$ cat src/rtl/platform_scroll_scheduler_if.sv
// Signal bundle between the scroll scheduler, frame timing, doodle physics,
// LFSR and the platform table slot port.
interface platform_scroll_scheduler_if;
    logic               frame_start;
    logic [9:0]         doodle_y;
    logic [15:0]        rnd;
    logic [6:0]         rd_idx;
    logic signed [10:0] rd_y;
    logic               wr_we;
    logic [6:0]         wr_idx;
    logic signed [10:0] wr_y;
    logic               wr_active;
    logic               wr_act_we;
    logic               busy;
    logic               done;
    logic [5:0]         shift_amt;
    logic [19:0]        scroll_total;
    logic               frame_overrun;

    modport master (
        input  frame_start, doodle_y, rnd, rd_y,
        output rd_idx, wr_we, wr_idx, wr_y, wr_active, wr_act_we,
               busy, done, shift_amt, scroll_total, frame_overrun
    );

    modport slave (
        output frame_start, doodle_y, rnd, rd_y,
        input  rd_idx, wr_we, wr_idx, wr_y, wr_active, wr_act_we,
               busy, done, shift_amt, scroll_total, frame_overrun
    );
endinterface

$ cat src/rtl/platform_scroll_scheduler.sv
// Per-frame scroll controller: picks a scroll step from doodle height, then shifts every
// platform slot down through a read-modify-write pass, recycling slots that leave the screen.
module platform_scroll_scheduler #(
    parameter int unsigned NRows      = 31,
    parameter int unsigned Cols       = 3,
    parameter int unsigned RowPitch   = 30,
    parameter int unsigned ScreenH    = 768,
    parameter int unsigned ScrollLine = 300,
    parameter int unsigned MaxStep    = 32
) (
    input  logic                        clk_i,
    input  logic                        rst_ni,
    platform_scroll_scheduler_if.master bus_io
);

    localparam int unsigned NumSlots = NRows * Cols;
    localparam int unsigned ColW     = (Cols > 1) ? $clog2(Cols) : 1;

    localparam logic [6:0]         LastIdx = 7'(NumSlots - 1);
    localparam logic [ColW-1:0]    LastCol = ColW'(Cols - 1);
    localparam logic signed [10:0] ScreenY = 11'(ScreenH);
    localparam logic signed [10:0] WrapY   = 11'(NRows * RowPitch);

    typedef enum logic [2:0] {StIdle, StCalc, StScan, StDrain, StDone} state_e;

    state_e          state_q;
    logic [6:0]      rd_idx_q;
    logic [ColW-1:0] rd_col_q;
    logic            wr_vld_q;
    logic [6:0]      wr_idx_q;
    logic [ColW-1:0] wr_col_q;
    logic [Cols-1:0] row_bits_q;
    logic [5:0]      shift_q;
    logic [19:0]     total_q;
    logic            busy_q;
    logic            done_q;
    logic            overrun_q;

    logic [9:0]         line_diff;
    logic [5:0]         calc_shift;
    logic [20:0]        total_sum;
    logic [19:0]        total_d;
    logic signed [10:0] ny;
    logic               recycle;
    logic [Cols-1:0]    row_bits_cur;
    logic               earlier_active;
    logic               slot_active;
    logic               unused_rnd;

    assign unused_rnd = ^bus_io.rnd[15:Cols];

    assign line_diff  = 10'(ScrollLine) - bus_io.doodle_y;
    assign calc_shift = (bus_io.doodle_y >= 10'(ScrollLine)) ? 6'd0 :
                        (line_diff > 10'(MaxStep))             ? 6'(MaxStep) :
                                                                  line_diff[5:0];

    assign total_sum = {1'b0, total_q} + {15'd0, shift_q};
    assign total_d   = total_sum[20] ? '1 : total_sum[19:0];

    // Write stage: rd_y belongs to the slot whose address was issued last cycle.
    assign ny      = bus_io.rd_y + $signed({5'd0, shift_q});
    assign recycle = wr_vld_q && (ny >= ScreenY);

    // Column 0 of a recycled row uses the live LFSR value; later columns use the latched copy.
    assign row_bits_cur = (wr_col_q == '0) ? bus_io.rnd[Cols-1:0] : row_bits_q;

    always_comb begin
        earlier_active = 1'b0;
        for (int unsigned i = 0; i < Cols; i++) begin
            if (i < 32'(wr_col_q)) begin
                earlier_active = earlier_active | row_bits_cur[i];
            end
        end
        slot_active = row_bits_cur[wr_col_q];
        if (wr_col_q == LastCol && !earlier_active) begin
            slot_active = 1'b1;
        end
    end

    assign bus_io.rd_idx        = rd_idx_q;
    assign bus_io.wr_we         = wr_vld_q;
    assign bus_io.wr_idx        = wr_idx_q;
    assign bus_io.wr_y          = !wr_vld_q ? 11'sd0 : (recycle ? ny - WrapY : ny);
    assign bus_io.wr_act_we     = recycle;
    assign bus_io.wr_active     = recycle & slot_active;
    assign bus_io.busy          = busy_q;
    assign bus_io.done          = done_q;
    assign bus_io.shift_amt     = shift_q;
    assign bus_io.scroll_total  = total_q;
    assign bus_io.frame_overrun = overrun_q;

    always_ff @(posedge clk_i or negedge rst_ni) begin
        if (!rst_ni) begin
            state_q    <= StIdle;
            rd_idx_q   <= '0;
            rd_col_q   <= '0;
            wr_vld_q   <= 1'b0;
            wr_idx_q   <= '0;
            wr_col_q   <= '0;
            row_bits_q <= '0;
            shift_q    <= '0;
            total_q    <= '0;
            busy_q     <= 1'b0;
            done_q     <= 1'b0;
            overrun_q  <= 1'b0;
        end else begin
            done_q   <= 1'b0;
            wr_vld_q <= 1'b0;
            if (bus_io.frame_start && state_q != StIdle) begin
                overrun_q <= 1'b1;
            end
            if (recycle && wr_col_q == '0) begin
                row_bits_q <= bus_io.rnd[Cols-1:0];
            end
            unique case (state_q)
                StIdle: begin
                    if (bus_io.frame_start) begin
                        state_q <= StCalc;
                        busy_q  <= 1'b1;
                    end
                end
                StCalc: begin
                    shift_q  <= calc_shift;
                    rd_idx_q <= '0;
                    rd_col_q <= '0;
                    if (calc_shift == '0) begin
                        state_q <= StDone;
                        done_q  <= 1'b1;
                    end else begin
                        state_q <= StScan;
                    end
                end
                StScan: begin
                    wr_vld_q <= 1'b1;
                    wr_idx_q <= rd_idx_q;
                    wr_col_q <= rd_col_q;
                    rd_col_q <= (rd_col_q == LastCol) ? '0 : rd_col_q + 1'b1;
                    if (rd_idx_q == LastIdx) begin
                        rd_idx_q <= '0;
                        state_q  <= StDrain;
                    end else begin
                        rd_idx_q <= rd_idx_q + 7'd1;
                    end
                end
                StDrain: begin
                    state_q <= StDone;
                    done_q  <= 1'b1;
                end
                StDone: begin
                    total_q <= total_d;
                    busy_q  <= 1'b0;
                    state_q <= StIdle;
                end
                default: state_q <= StIdle;
            endcase
        end
    end

endmodule

$ cat src/flat_wrapper.sv
// flat-port wrapper written by rule: the top's interface ports become plain ports
module platform_scroll_scheduler_flat 
#(
    parameter int unsigned NRows      = 31,
    parameter int unsigned Cols       = 3,
    parameter int unsigned RowPitch   = 30,
    parameter int unsigned ScreenH    = 768,
    parameter int unsigned ScrollLine = 300,
    parameter int unsigned MaxStep    = 32
)
  (clk_i, rst_ni, bus_io_frame_start, bus_io_doodle_y, bus_io_rnd, bus_io_rd_y, bus_io_rd_idx, bus_io_wr_we, bus_io_wr_idx, bus_io_wr_y, bus_io_wr_active, bus_io_wr_act_we, bus_io_busy, bus_io_done, bus_io_shift_amt, bus_io_scroll_total, bus_io_frame_overrun);
  platform_scroll_scheduler_if bus_io_i ();
  input  logic clk_i;
  input  logic rst_ni;
  input wire logic [$bits(bus_io_i.frame_start)-1:0] bus_io_frame_start;
  input wire logic [$bits(bus_io_i.doodle_y)-1:0] bus_io_doodle_y;
  input wire logic [$bits(bus_io_i.rnd)-1:0] bus_io_rnd;
  input wire logic [$bits(bus_io_i.rd_y)-1:0] bus_io_rd_y;
  output wire logic [$bits(bus_io_i.rd_idx)-1:0] bus_io_rd_idx;
  output wire logic [$bits(bus_io_i.wr_we)-1:0] bus_io_wr_we;
  output wire logic [$bits(bus_io_i.wr_idx)-1:0] bus_io_wr_idx;
  output wire logic [$bits(bus_io_i.wr_y)-1:0] bus_io_wr_y;
  output wire logic [$bits(bus_io_i.wr_active)-1:0] bus_io_wr_active;
  output wire logic [$bits(bus_io_i.wr_act_we)-1:0] bus_io_wr_act_we;
  output wire logic [$bits(bus_io_i.busy)-1:0] bus_io_busy;
  output wire logic [$bits(bus_io_i.done)-1:0] bus_io_done;
  output wire logic [$bits(bus_io_i.shift_amt)-1:0] bus_io_shift_amt;
  output wire logic [$bits(bus_io_i.scroll_total)-1:0] bus_io_scroll_total;
  output wire logic [$bits(bus_io_i.frame_overrun)-1:0] bus_io_frame_overrun;
  assign bus_io_i.frame_start = bus_io_frame_start;
  assign bus_io_i.doodle_y = bus_io_doodle_y;
  assign bus_io_i.rnd = bus_io_rnd;
  assign bus_io_i.rd_y = bus_io_rd_y;
  assign bus_io_rd_idx = bus_io_i.rd_idx;
  assign bus_io_wr_we = bus_io_i.wr_we;
  assign bus_io_wr_idx = bus_io_i.wr_idx;
  assign bus_io_wr_y = bus_io_i.wr_y;
  assign bus_io_wr_active = bus_io_i.wr_active;
  assign bus_io_wr_act_we = bus_io_i.wr_act_we;
  assign bus_io_busy = bus_io_i.busy;
  assign bus_io_done = bus_io_i.done;
  assign bus_io_shift_amt = bus_io_i.shift_amt;
  assign bus_io_scroll_total = bus_io_i.scroll_total;
  assign bus_io_frame_overrun = bus_io_i.frame_overrun;
  platform_scroll_scheduler #(.NRows(NRows), .Cols(Cols), .RowPitch(RowPitch), .ScreenH(ScreenH), .ScrollLine(ScrollLine), .MaxStep(MaxStep)) u_core (.clk_i(clk_i), .rst_ni(rst_ni), .bus_io(bus_io_i));
endmodule
$ cat config.mk
export PLATFORM = sky130hd
export DESIGN_NAME = platform_scroll_scheduler_flat
export DESIGN_NICKNAME = d
export VERILOG_FILES = /design/src/rtl/platform_scroll_scheduler_if.sv /design/src/rtl/platform_scroll_scheduler.sv /design/src/flat_wrapper.sv
export SDC_FILE = /design/constraint.sdc
export NUM_CORES = 1
export LEC_CHECK = 0
export CORE_MARGIN = 2
export CORE_UTILIZATION = 40
export CTS_CLUSTER_SIZE = 10
export DETAILED_ROUTE_END_ITERATION = 8
export DONT_BUFFER_PORTS = 1
export PLACE_DENSITY_LB_ADDON = 0.1
export SLEW_MARGIN = 20
export SYNTH_ARGS = -nofsm -noshare
export SYNTH_HDL_FRONTEND = slang
export SYNTH_SLANG_ARGS = --single-unit
$ cat constraint.sdc
create_clock -name clk_i -period 5.3 [get_ports clk_i]
set_input_delay 1.06 -clock clk_i [delete_from_list [all_inputs] [get_ports clk_i]]
set_output_delay 1.06 -clock clk_i [all_outputs]
set_load 0.02 [all_outputs]
==> impl_metrics.csv, run 1 <==
group,metric,value,unit
status,status,"finished, final reports clean",
grt,grt_max_degree,55,
worst_setup_path,crit_chain,"ha_4 -> fa_2 -> a211oi_4 -> o21a_2 -> nor4_1 -> or2_2 -> inv_1 -> ha_4 -> nor2b_1 -> nand4_1 -> buf_4 -> nor4_4 -> o32ai_2 -> a221oi_2 -> buf_4",
yosys,synth_cell_type_count,80,
worst_setup_path,path_buf_inv,3,
yosys,synthCells,438,
grt,grt_pass1_wl,16200,um
worst_setup_path,crit_type,"in -> out",
worst_setup_path,regToRegStartpoint,"u_core.bus_io.shift_amt[5]",
grt,grt_overflow_total,0,
route,wl_per_cell,16.8,um
route,drt-vias-per-instance,5.61,
route,drtAntennaViolNets,0,
finish,finalNonFillerCells,606,
timing,slew_headroom,0.419,
worst_setup_path,slowest_delay,0.40,ns
cts,cts-root-buf,"clkbuf_8",
worst_setup_path,crit_family,"simple AND/OR/NAND/NOR gates",
finish,final_common_cell,"nand2_1",
floorplan,fp.dieH,103,um
cts,clock_latency,0.32,ns
cts,cts-buffers-inserted,5,
finish,final_area,4500,um2
route,vias,3401,
placed_design,dp.cells,594,
yosys,syn-cell-area,3930,um2
worst_setup_path,crit_arrival,4.09,ns
run,max_cap_violations,0,
floorplan,die_w,103,um
yosys,synthArstFlopShare,1.00,
timing,worst-slew-pin-transition,0.868,ns
yosys,synth-seq-cells,54,
timing,fmax,0.194,GHz
yosys,seq_area_frac_synth,0.344,
worst_setup_path,cpMaxStageDelayCell,"nor4_4",
pwr,max-vdd-ir-drop,0.150,mV
pwr,power_density,329,nW/um2
cts,htree_num_levels,2,
grt,grt_pass1_vias,3242,
yosys,synth_fp_nets,498,
finish,layout_common_cells,"nand2_1 (69), dfrtp_1 (54), buf_4 (41)",
timing,hold_viol_final,0,
worst_setup_path,end_kind,"output port",
route,routed_wirelength,10200,um
floorplan,core_area,9640,um2
worst_setup_path,cp_num_cells,15,
worst_setup_path,worst_ep_required_time,4.24,ns
floorplan,dieArea,10600,um2
yosys,yosysWarningCount,0,
worst_setup_path,reg2reg_to,"u_core.row_bits_q[1]",
finish,nNetsFinal,532,
cts,clk_pin_slew,0.11,ns
cts,cts.sinks,54,
finish,synthToLayoutAreaGrowth,14.4,%
route,drc_errors,0,
timing,period_needed,5.15,ns
worst_setup_path,rrSetupSlack,1.34,ns
timing,slew_viol_final,0,
timing,setup_viol,0,
floorplan,ios,97,
grt,antenna_found_initial,0,
placed_design,dpl.hpwl,7640,um
finish,num_antenna_cells,0,
cts,cts_max_path_buffers,2,
yosys,synth_edf_count,0,
worst_setup_path,crit_fanout,5,
cts,tritoncts,"built",
timing,fin_skew,0.00860,ns
yosys,synthFlopType,"dfrtp_1",
placed_design,io_buffer_count,0,
placed_design,gp_congestion,0.822,
worst_setup_path,cp-start-kind,"input port",
floorplan,num_rows,36,
route,drt_iter0_drc,92,
pwr,p_leak,2.04,nW
yosys,avgSynthCellArea,8.98,um2
min_path,hold_path.class,"in -> async",
route,firstDrtPassIters,4,
grt,track_usage,0.194,
finish,drive_above_1_share,0.192,
worst_setup_path,reg2regPathDepth,16,
finish,fillers,954,
floorplan,initial_core_util,0.408,
timing,finalCritPeriodShare,0.972,
placed_design,placed_cell_area,4320,um2
-- synthesized netlist by cell type (3+ instances only) --
cell	n	share of area
o211a_1	3	0.0076
nand2b_1	9	0.014
or3_1	4	0.0064
mux2_4	3	0.011
a21oi_1	10	0.013
xnor2_1	7	0.016
a31oi_1	10	0.016
a221oi_1	3	0.0067
nor2_1	33	0.031
mux2i_1	5	0.013
a22o_1	9	0.020
nand4_1	14	0.022
nor3_1	6	0.0076
clkbuf_1	10	0.0095
a21o_1	5	0.0095
o211ai_1	3	0.0057
mux2_2	6	0.017
nand2_1	69	0.066
ha_1	18	0.057
or2_2	3	0.0048
inv_1	19	0.018
dfrtp_1	54	0.34
and3_1	5	0.0080
xor2_1	11	0.024
a211oi_1	3	0.0057
o31ai_1	3	0.0057
o21ai_0	31	0.039
nand3_1	9	0.011
and2_1	6	0.0095
-- layout make-up --
type	count	area, um2	area share
repair buffers	41	308	0.0684
inverters	20	75.1	0.0167
well taps	133	166	0.0370
flip-flops and latches	54	1350	0.300
clock buffers	5	68.8	0.0153
multi-input cells	350	2510	0.557
clock inverters	3	21.3	0.00473
-- flip-flops by register name (all words and copies together), names as in the netlist --
signal / count
u_core.bus_io.scroll_total: 20
u_core.bus_io.rd_idx: 7
u_core.bus_io.wr_idx: 7
u_core.bus_io.shift_amt: 6
u_core.row_bits_q: 3
u_core.state_q: 3
u_core.rd_col_q: 2
u_core.wr_col_q: 2
u_core.bus_io.busy: 1
u_core.bus_io.done: 1
u_core.bus_io.frame_overrun: 1
u_core.bus_io.wr_we: 1
-- report_power, final --
group	switching (W)	leakage (nW)	internal, W
clock	0.000148	0.0441	0.0000933
sequential	0.000156	0.721	0.000494
combinational	0.000347	1.28	0.000244
total	0.000651	2.04	0.000831
-- worst reg2reg max path, stage by stage (launching register included) --
cell      delay, ns
dfrtp_1        0.55
ha_1           0.51
o21ai_1        0.11
buf_4          0.17
o31a_1         0.29
or2_2          0.31
inv_1          0.10
ha_4           0.14
nor2b_1        0.12
nand4_1        0.11
buf_4          0.18
nor4_4         0.40
buf_4          0.20
buf_4          0.10
buf_4          0.10
o311ai_4       0.14
mux2_4         0.35
-- cell families after synthesis --
kind of cell,Yosys count,synth area share
AOI/OAI and AO/OA,116,0.230
xor gates and xnor gates,20,0.0484
adders and majority gates,20,0.0675
buffers and inverters,34,0.0356
DFF,54,0.344
muxes,14,0.0414
and+or+nand+nor,180,0.234
-- repair_timing --
item / CTS / global route
hold buffers: 0 / 0
buffers inserted: 0 / 4
endpoints found under the setup margin: 0 / 9
endpoints found under the hold margin: 0 / 0
gates resized for setup: 0 / 12
-- per-layer routing --
metal / global-route usage / up-vias / part of all wire
li1: - / 1665 / -
met5: 0 / - / 0
met2: 0.335 / 63 / 0.51
met3: 0.0502 / 6 / 0.055
met1: 0.244 / 1667 / 0.43
met4: 0.0425 / 0 / 0.0077
-- worst max-delay path by stage --
stage | startpoint | end | slack, ns
after floorplan | bus_io_rd_y[0] | bus_io_wr_y[3] | -0.02
after global placement | bus_io_rd_y[0] | bus_io_wr_y[5] | 0.05
after detailed placement | bus_io_rd_y[0] | bus_io_wr_y[5] | 0.04
after CTS | bus_io_rd_y[0] | bus_io_wr_y[5] | 0.01
after global routing | bus_io_rd_y[0] | bus_io_wr_y[5] | -0.005
final | bus_io_rd_y[0] | bus_io_wr_y[5] | 0.15
-- per-stage QoR --
stage	hold slack [ns]	setup TNS (ns)	utilization	total power [W]	setup slack, ns
after global routing	0.402	-0.00655	0.467	0.00159	-0.00495
after floorplan	0.462	-0.0335	-	0.00108	-0.0167
after CTS	0.410	0	0.457	0.00148	0.0125
after global placement	0.486	0	0.448	0.00123	0.0467
after detailed placement	0.495	0	0.448	0.00124	0.0407
final	0.422	0	0.467	0.00148	0.146
Note: power is estimated with default switching activity, not from simulation.
==> run 2, diff against run 1 <==
--- a/config.mk
+++ b/config.mk
@@ -5,11 +5,14 @@
 export SDC_FILE = /design/constraint.sdc
 export NUM_CORES = 1
 export LEC_CHECK = 0
+export CORE_ASPECT_RATIO = 0.5
 export CORE_MARGIN = 2
 export CORE_UTILIZATION = 40
+export CTS_CLUSTER_DIAMETER = 120
 export CTS_CLUSTER_SIZE = 10
 export DETAILED_ROUTE_END_ITERATION = 8
 export DONT_BUFFER_PORTS = 1
+export GPL_TIMING_DRIVEN = 0
 export PLACE_DENSITY_LB_ADDON = 0.1
 export SLEW_MARGIN = 20
 export SYNTH_ARGS = -nofsm -noshare
==> run 2 against run 1 <==
Net effect:
- final cell count down 3.0%
- via count is 3.4% lower
- sequential share of layout area rose by 0.30 points
- worst setup slack worse by 0.0059 ns
- non-clock buffer count fell by 20
- hold slack improved by 0.036 ns
- global-route usage fell by 0.93 points
==> impl_metrics.csv, run 2 (synthesized netlist as in run 1, its figures left out) <==
group,metric,value,unit
grt,antenna_found_initial,0,
cts,cts-root-buf,"clkbuf_16",
cts,cts-buffers-inserted,5,
floorplan,die_w,144,um
worst_setup_path,cp-start-kind,"input port",
finish,fillers,954,
worst_setup_path,path_buf_inv,0,
pwr,power_density,362,nW/um2
placed_design,dpl.hpwl,7100,um
cts,tritoncts,"built",
worst_setup_path,cpMaxStageDelayCell,"or4b_2",
finish,synthToLayoutAreaGrowth,13.2,%
route,firstDrtPassIters,5,
timing,worst-slew-pin-transition,0.835,ns
worst_setup_path,rrSetupSlack,1.43,ns
cts,clock_latency,0.29,ns
grt,grt_pass1_vias,3111,
route,drt-vias-per-instance,5.59,
placed_design,gp_congestion,0.816,
timing,period_needed,5.16,ns
worst_setup_path,crit_arrival,4.10,ns
grt,grt_pass1_wl,15800,um
worst_setup_path,crit_top_cell,"o21ai_2",
status,status,"finished, final reports clean",
run,max_cap_violations,0,
worst_setup_path,regToRegStartpoint,"u_core.bus_io.shift_amt[0]",
cts,cts_max_path_buffers,2,
worst_setup_path,reg2reg_to,"u_core.row_bits_q[1]",
worst_setup_path,end_kind,"output port",
timing,setup_viol,0,
grt,grt_max_degree,55,
grt,met2_usage,0.283,
route,routed_wirelength,9680,um
worst_setup_path,slowest_delay,0.65,ns
min_path,hold_path.class,"in -> async",
floorplan,dieArea,10700,um2
placed_design,dp.cells,573,
floorplan,initial_core_util,0.414,
grt,groute.layer.met1.usage,0.269,
timing,slew_viol_final,0,
grt,met3_usage,0.0476,
finish,drive_above_1_share,0.150,
grt,grt_busiest_layer,"met2",
finish,layout_common_cells,"nand2_1 (68), dfrtp_1 (54), nor2_1 (33)",
floorplan,core_area,9510,um2
timing,fin_skew,0.00764,ns
worst_setup_path,worst_ep_required_time,4.24,ns
placed_design,pre_cts_ws,-0.504,ns
finish,num_antenna_cells,0,
placed_design,io_buffer_count,0,
finish,finish.utilization,0.468,
cts,ctsHoldBuffers,0,
worst_setup_path,crit_fanout,5,
worst_setup_path,crit_type,"in -> out",
timing,hold_viol_final,0,
floorplan,fp.dieH,74.1,um
grt,track_usage,0.184,
pwr,max-vdd-ir-drop,0.198,mV
timing,postLayoutSetupSlackWorst,0.140,ns
worst_setup_path,crit_chain,"ha_2 -> o21ai_2 -> o21a_2 -> or4b_2 -> o21ai_2 -> ha_1 -> nor2b_1 -> nand4_1 -> or4_4 -> a31o_1 -> a221oi_4",
route,drt_iter0_drc,141,
finish,largest_reg_flops,20,
worst_setup_path,reg2regPathDepth,15,
floorplan,ios,97,
route,wl_per_cell,16.5,um
route,drtAntennaViolNets,0,
finish,final_common_cell,"nand2_1",
worst_setup_path,crit_family,"simple AND/OR/NAND/NOR gates",
timing,slew_headroom,0.438,
floorplan,num_rows,25,
route,drc_errors,0,
timing,hold_ws,0.458,ns
cts,htree_num_levels,2,
timing,finalCritPeriodShare,0.973,
worst_setup_path,cp_num_cells,11,
route,vias,3285,
timing,fmax,0.194,GHz
grt,grt_overflow_total,0,
cts,cts.sinks,54,
finish,nNetsFinal,512,
finish,finalNonFillerCells,588,
cts,clk_pin_slew,0.07,ns
pwr,p_leak,1.92,nW
## run 2: cell type report
class	count	area, um2	area share
Buffer	14	65.1	0.0146
Inverter	20	75.1	0.0169
Tap cell	135	169	0.0379
Clock inverter	2	37.5	0.00843
Clock buffer	6	129	0.0289
Sequential cell	54	1350	0.303
Multi-Input combinational cell	350	2570	0.577
Timing Repair Buffer	7	56.3	0.0126
## run 2: worst max path at each step
| stage | startpoint | to | slack [ns] |
|---|---|---|---|
| finish | bus_io_rd_y[3] | bus_io_wr_y[4] | 0.14 |
| global route | bus_io_rd_y[5] | bus_io_wr_y[9] | -0.02 |
| CTS | bus_io_rd_y[2] | bus_io_wr_y[4] | 0.02 |
| detailed placement | bus_io_rd_y[0] | bus_io_wr_y[5] | -0.50 |
| global placement | bus_io_rd_y[0] | bus_io_wr_y[5] | -0.54 |
| floorplan | bus_io_rd_y[0] | bus_io_wr_y[3] | -0.02 |
## run 2: through the flow
stage          area [um2]  total power, W  TNS, ns
6_report             4450         0.00161        0
5_1_grt              4450         0.00173  -0.0216
4_1_cts              4420         0.00162        0
3_5_place_dp         4110         0.00121    -2.87
3_3_place_gp         4110         0.00121    -3.18
2_1_floorplan        3940         0.00108  -0.0335
## run 2: routing by layer
metal	share of wire	vias to the layer above
met1	0.49	1589
li1	-	1631
met4	0.0028	0
met3	0.058	2
met2	0.45	63
met5	0	-
## run 2: worst register-to-register path, cell delays in order, from the launching register on
cell	delay, ns
dfrtp_1	0.60
ha_4	0.23
fa_2	0.23
a211oi_2	0.08
o21a_2	0.24
or4b_2	0.65
o21ai_2	0.10
ha_1	0.16
nor2b_1	0.14
nand4_1	0.11
buf_4	0.19
nor4_4	0.27
buf_6	0.17
buf_4	0.12
o311ai_4	0.14
mux2_4	0.34
## run 2: where the power goes
part / leakage [nW] / total, W / internal (W) / switching (W)
clock network: 0.0771 / 0.000374 / 0.000223 / 0.000150
registers: 0.721 / 0.000642 / 0.000494 / 0.000148
logic: 1.12 / 0.000596 / 0.000228 / 0.000368
## run 2: timing repair
item | in CTS | in global routing
pin swaps | 7 | 4
resized for setup | 18 | 7
setup buffers | 7 | 0
setup endpoints to repair | 12 | 9
==> edit 1: new RTL, config.mk and constraints of run 1 <==
Reset style: synchronous (`rst_ni`), changed in one clocked block.
--- a/src/rtl/platform_scroll_scheduler.sv
+++ b/src/rtl/platform_scroll_scheduler.sv
@@ -91,3 +91,3 @@
 
-    always_ff @(posedge clk_i or negedge rst_ni) begin
+    always_ff @(posedge clk_i) begin
         if (!rst_ni) begin
Check against the original RTL: differs if rst_ni is asserted again (counterexample within 4 cycles, from zero or initial values and one cycle with rst_ni low); with rst_ni held inactive, the same outputs for 10 cycles.
==> edit 1 against run 1 <==
- sequential share of layout area fell by 1.8 points
- fmax grew 0.79%
- first-iteration DRC count grew 25%
- clock skew is 0.0023 ns lower
- wire length fell by 14%
- sequential cell count did not move
- core utilization decreased by 2.3 points
- synthesized area is 10% lower
- design area shrank 15%
- setup slack better by 0.040 ns
- highest routed layer unchanged
Power is not compared: it rests on default switching activity, and its combinational part moved more than twofold at a synthesized area within 25%.
==> edit 1: results (changes against run 1) <==
status finished clean; nets@finish 528 (-0.75%); met3 Resource Use GR 4.581% (-0.44 points); Via Count 3194 (-6.1%); WL final 8.748 mm (-14%); first-pass GRT wire length 14.34 mm (-12%); met1 GRT Util 24.39% (about the same); Finished Layout Cells 576 (-5.0%); sequential share of the synthesized area 30.69% (-3.7 points); Final HPWL DP 6.631 mm (-13%); vias in the first global route 2953 (-8.9%); R2R Path Start u_core.bus_io.shift_amt[0]; Cells after Synth 462 (+5.5%); Placed Cells incl. Taps 566 (-4.7%); clk_skew 0.006318 ns (-0.002281 ns); synth top area cells dfxtp_1 31%, a21oi_1 7.5%, nand2_1 6.6%; Async SR Flop Fraction 0% (-100 points); hold slack 0.4734 ns (+0.05093 ns); reg2reg setup slack 1.57 ns (+0.23 ns); Post-synth top cells 62 x nand2_1, 54 x dfxtp_1, 53 x a21oi_1; gr usage total 17.76% (-1.6 points); met2 Usage GRT 28.87% (-4.6 points); Worst Path Arrival 4.05 ns (-0.04 ns); synth unique cells 64 (-20%); Crit Path Max Fanout 8 (+3); Worst Setup Slack post-DPL 0.05263 ns (+0.01191 ns); largest net degree at the start of global routing 36 (-35%); Placer Congestion 0.8130 (-1.1%)
==> edit 1: final cells by class <==
cell class	count	area [µm²]
fill	895	4802
multi-input combinational	368	2331
sequential	54	1081
tap	108	135.1
timing repair buffer	15	112.6
inverter	24	90.09
clock buffer	5	68.82
clock inverter	2	15.01
==> edit 1: worst max path at each step <==
stage,end,cells after the start,slack (ns)
CTS,bus_io_wr_y[2],15,0.04
floorplan,bus_io_wr_y[10],14,0.32
finish,bus_io_wr_y[2],15,0.19
global placement,bus_io_wr_y[2],15,0.09
global route,bus_io_wr_y[2],15,-0.03
detailed placement,bus_io_wr_y[2],15,0.05
==> edit 1: repair_timing <==
item | in CTS | in global routing
setup endpoints to repair | 0 | 11
gates resized for setup | 0 | 13
buffers inserted | 0 | 3
==> edit 1: cell families (layout without fill, tap and decap cells) <==
group	after synthesis	count (layout)	synth area share [%]
AOI/OAI and AO/OA	129	129	23.77
xor gates and xnor gates	19	19	4.725
adders and majority gates	20	20	7.531
buffers and inverters	40	46	4.476
DFF	54	54	30.69
muxes	8	8	2.451
and+or+nand+nor	192	192	26.36
==> edit 1: worst max-delay path: cells and delay by family <==
kind	cells	cell delay, ns
AO/OA/AOI/OAI	6	1.01
buffers and inverters	1	0.15
adder cells (fa/ha/maj)	3	0.81
multiplexers	1	0.35
AND/OR/NAND/NOR	4	0.66
==> edit 1: power breakdown <==
group          total [mW]  switching [mW]  internal [mW]
clock network       0.232           0.141         0.0907
registers           0.426          0.0138          0.412
logic               0.116          0.0682         0.0476
total               0.774           0.223          0.551
==> edit 1: through the flow <==
step	setup TNS, ns	utilization (%)	power (mW)	area (µm²)
detailed placement	0	42.61	0.5447	3680
global route	-0.05051	44.39	0.8116	3834
global placement	0	42.61	0.5436	3680
CTS	0	43.58	0.7758	3764
floorplan	0	-	0.5260	3522
finish	0	44.39	0.7740	3834
==> edit 1: metal layers <==
| metal | share of wire [%] | vias up |
|---|---|---|
| met5 | 0 | - |
| met4 | 0.47 | 0 |
| met3 | 5.2 | 5 |
| met2 | 45 | 57 |
| met1 | 49 | 1483 |
| li1 | - | 1649 |
==> edit 2: new RTL, flow settings as in run 1 <==
Made on the original files. `Cols` is set to 3 in 2 places; all go to 2.
--- a/src/rtl/platform_scroll_scheduler.sv
+++ b/src/rtl/platform_scroll_scheduler.sv
@@ -4,3 +4,3 @@
     parameter int unsigned NRows      = 31,
-    parameter int unsigned Cols       = 3,
+    parameter int unsigned Cols       = 2,
     parameter int unsigned RowPitch   = 30,
--- a/src/flat_wrapper.sv
+++ b/src/flat_wrapper.sv
@@ -4,3 +4,3 @@
     parameter int unsigned NRows      = 31,
-    parameter int unsigned Cols       = 3,
+    parameter int unsigned Cols       = 2,
     parameter int unsigned RowPitch   = 30,
Formal check against the unedited RTL: not equivalent (Yosys sat finds a counterexample within 10 cycles, from zero or initial values and one cycle with rst_ni low).
==> edit 2 against run 1 <==
- synthesized area down 5.7%
- sequential cell count down 3
- first-iteration DRC count up 39%
- design area down 8.8%
- wire length down 6.9%
- setup slack worse by 0.0048 ns
- cell count down 7.8%
- critical endpoint unchanged
- highest routed layer unchanged
Power is not compared: it rests on default switching activity, and its combinational part moved more than twofold at a synthesized area within 25%.
==> edit 2: results (changes against run 1) <==
status finished clean; vias in the first global route 3191 (-1.6%); multi-input logic area 2290 µm² (-8.7%); Post-Synth XOR/XNOR Area 3.071% (-1.8 points); met1 GRT Util 27.31% (+2.9 points); Placed Cells incl. Taps 550 (-7.4%); area grow syn2layout 10.60%; Finished Layout Cells 559 (-7.8%); Routed wire per std cell 16.93 µm (+0.95%); bufs w/o clock 26 (-37%); sequential share of the synthesized area 34.42% (+0.062 points); FFs & Latches 51 (-5.6%); Setup Fix Bufs, Post-CTS 1 (+1); Worst path slowest cell or3_1; R2R Path End u_core.row_bits_q[0]; proportion of layout cells with a drive suffix above 1 15.63% (-3.6 points); synth top area cells dfrtp_1 34%, nand2_1 6.5%, ha_1 6.1%; DR WL met3 586 µm (+4.8%); # H-tree levels 2 (unchanged); R2R Path Start u_core.bus_io.shift_amt[2]; Via Count 3196 (-6.0%); largest net degree at the start of global routing 52 (-5.5%); met1 WL 4.619 mm (+5.3%); Cell Area, Placed 3970 µm² (-8.0%); Post-synth top cells 64 x nand2_1, 51 x dfrtp_1, 32 x o21ai_0; Worst Setup Slack post-DPL -0.03704 ns (-0.07776 ns); Clock Tree Root clkbuf_8; synth unique cells 69 (-14%); Multi-In Gates 336 (-4.0%); gr usage total 19.44% (+0.070 points); met3 Resource Use GR 4.666% (-0.35 points); Worst Path Arrival 4.10 ns (about the same); first-pass GRT wire length 15.84 mm (-2.5%); hold slack 0.4379 ns (+0.01545 ns); ClkCell Share 2.319% (+0.32 points); Cells after Synth 427 (-2.5%); Data buffer area share 4.852% (-2.0 points); met2 Usage GRT 30.25% (-3.3 points); Placer Congestion 0.8235 (+0.22%); clk_skew 0.009887 ns (+0.001287 ns); R2R depth 12 (-4); met2 wire len 4.131 mm (-20%); CTS clock-pin slew for the worst setup and hold paths 0.10 ns; Synth top area share 34.42% (+0.062 points); Crit Path Max Fanout 7 (+2); sequential cell area share 31.13% (+1.1 points); Clk Latency, worst-skew pair 0.30 ns (-0.02 ns); Worst Max-Slew Pin Slew 0.7167 ns (-0.1514 ns); # fillers 930 (-2.5%); complex-gate fraction of the synthesized area 21.46% (-1.5 points); adder-cell share of the synthesized area 7.155% (+0.41 points); nets@finish 507 (-4.7%); Final HPWL DP 7.147 mm (-6.5%); mux cell area share after synthesis 4.759% (+0.62 points); clkbuf count 7 (+2); Signal inverters 27 (+35%); Synth Net Count 487 (-2.2%); Initial DRC Count 128 (+39%)
[edit 2: cell types whose count changed after synthesis, moves of 4 or more]
cell | before | now
inv_1 | 19 | 27
nand3_1 | 9 | 17
a31oi_1 | 10 | 3
mux2_2 | 6 | 13
nand4_1 | 14 | 7
xor2_1 | 11 | 4
a21oi_1 | 10 | 16
nand2b_1 | 9 | 3
nor2_1 | 33 | 27
nand2_1 | 69 | 64
nand4b_1 | 0 | 5
a22o_1 | 9 | 5
nor3_1 | 6 | 10
o21ai_1 | 1 | 5
[edit 2: where the power goes]
part | internal, mW | switching, mW | total [mW] | leakage, nW
Combinational | 0.0789 | 0.0939 | 0.173 | 1.14
Clock | 0.107 | 0.132 | 0.240 | 0.0484
Sequential | 0.393 | 0.00175 | 0.395 | 0.659
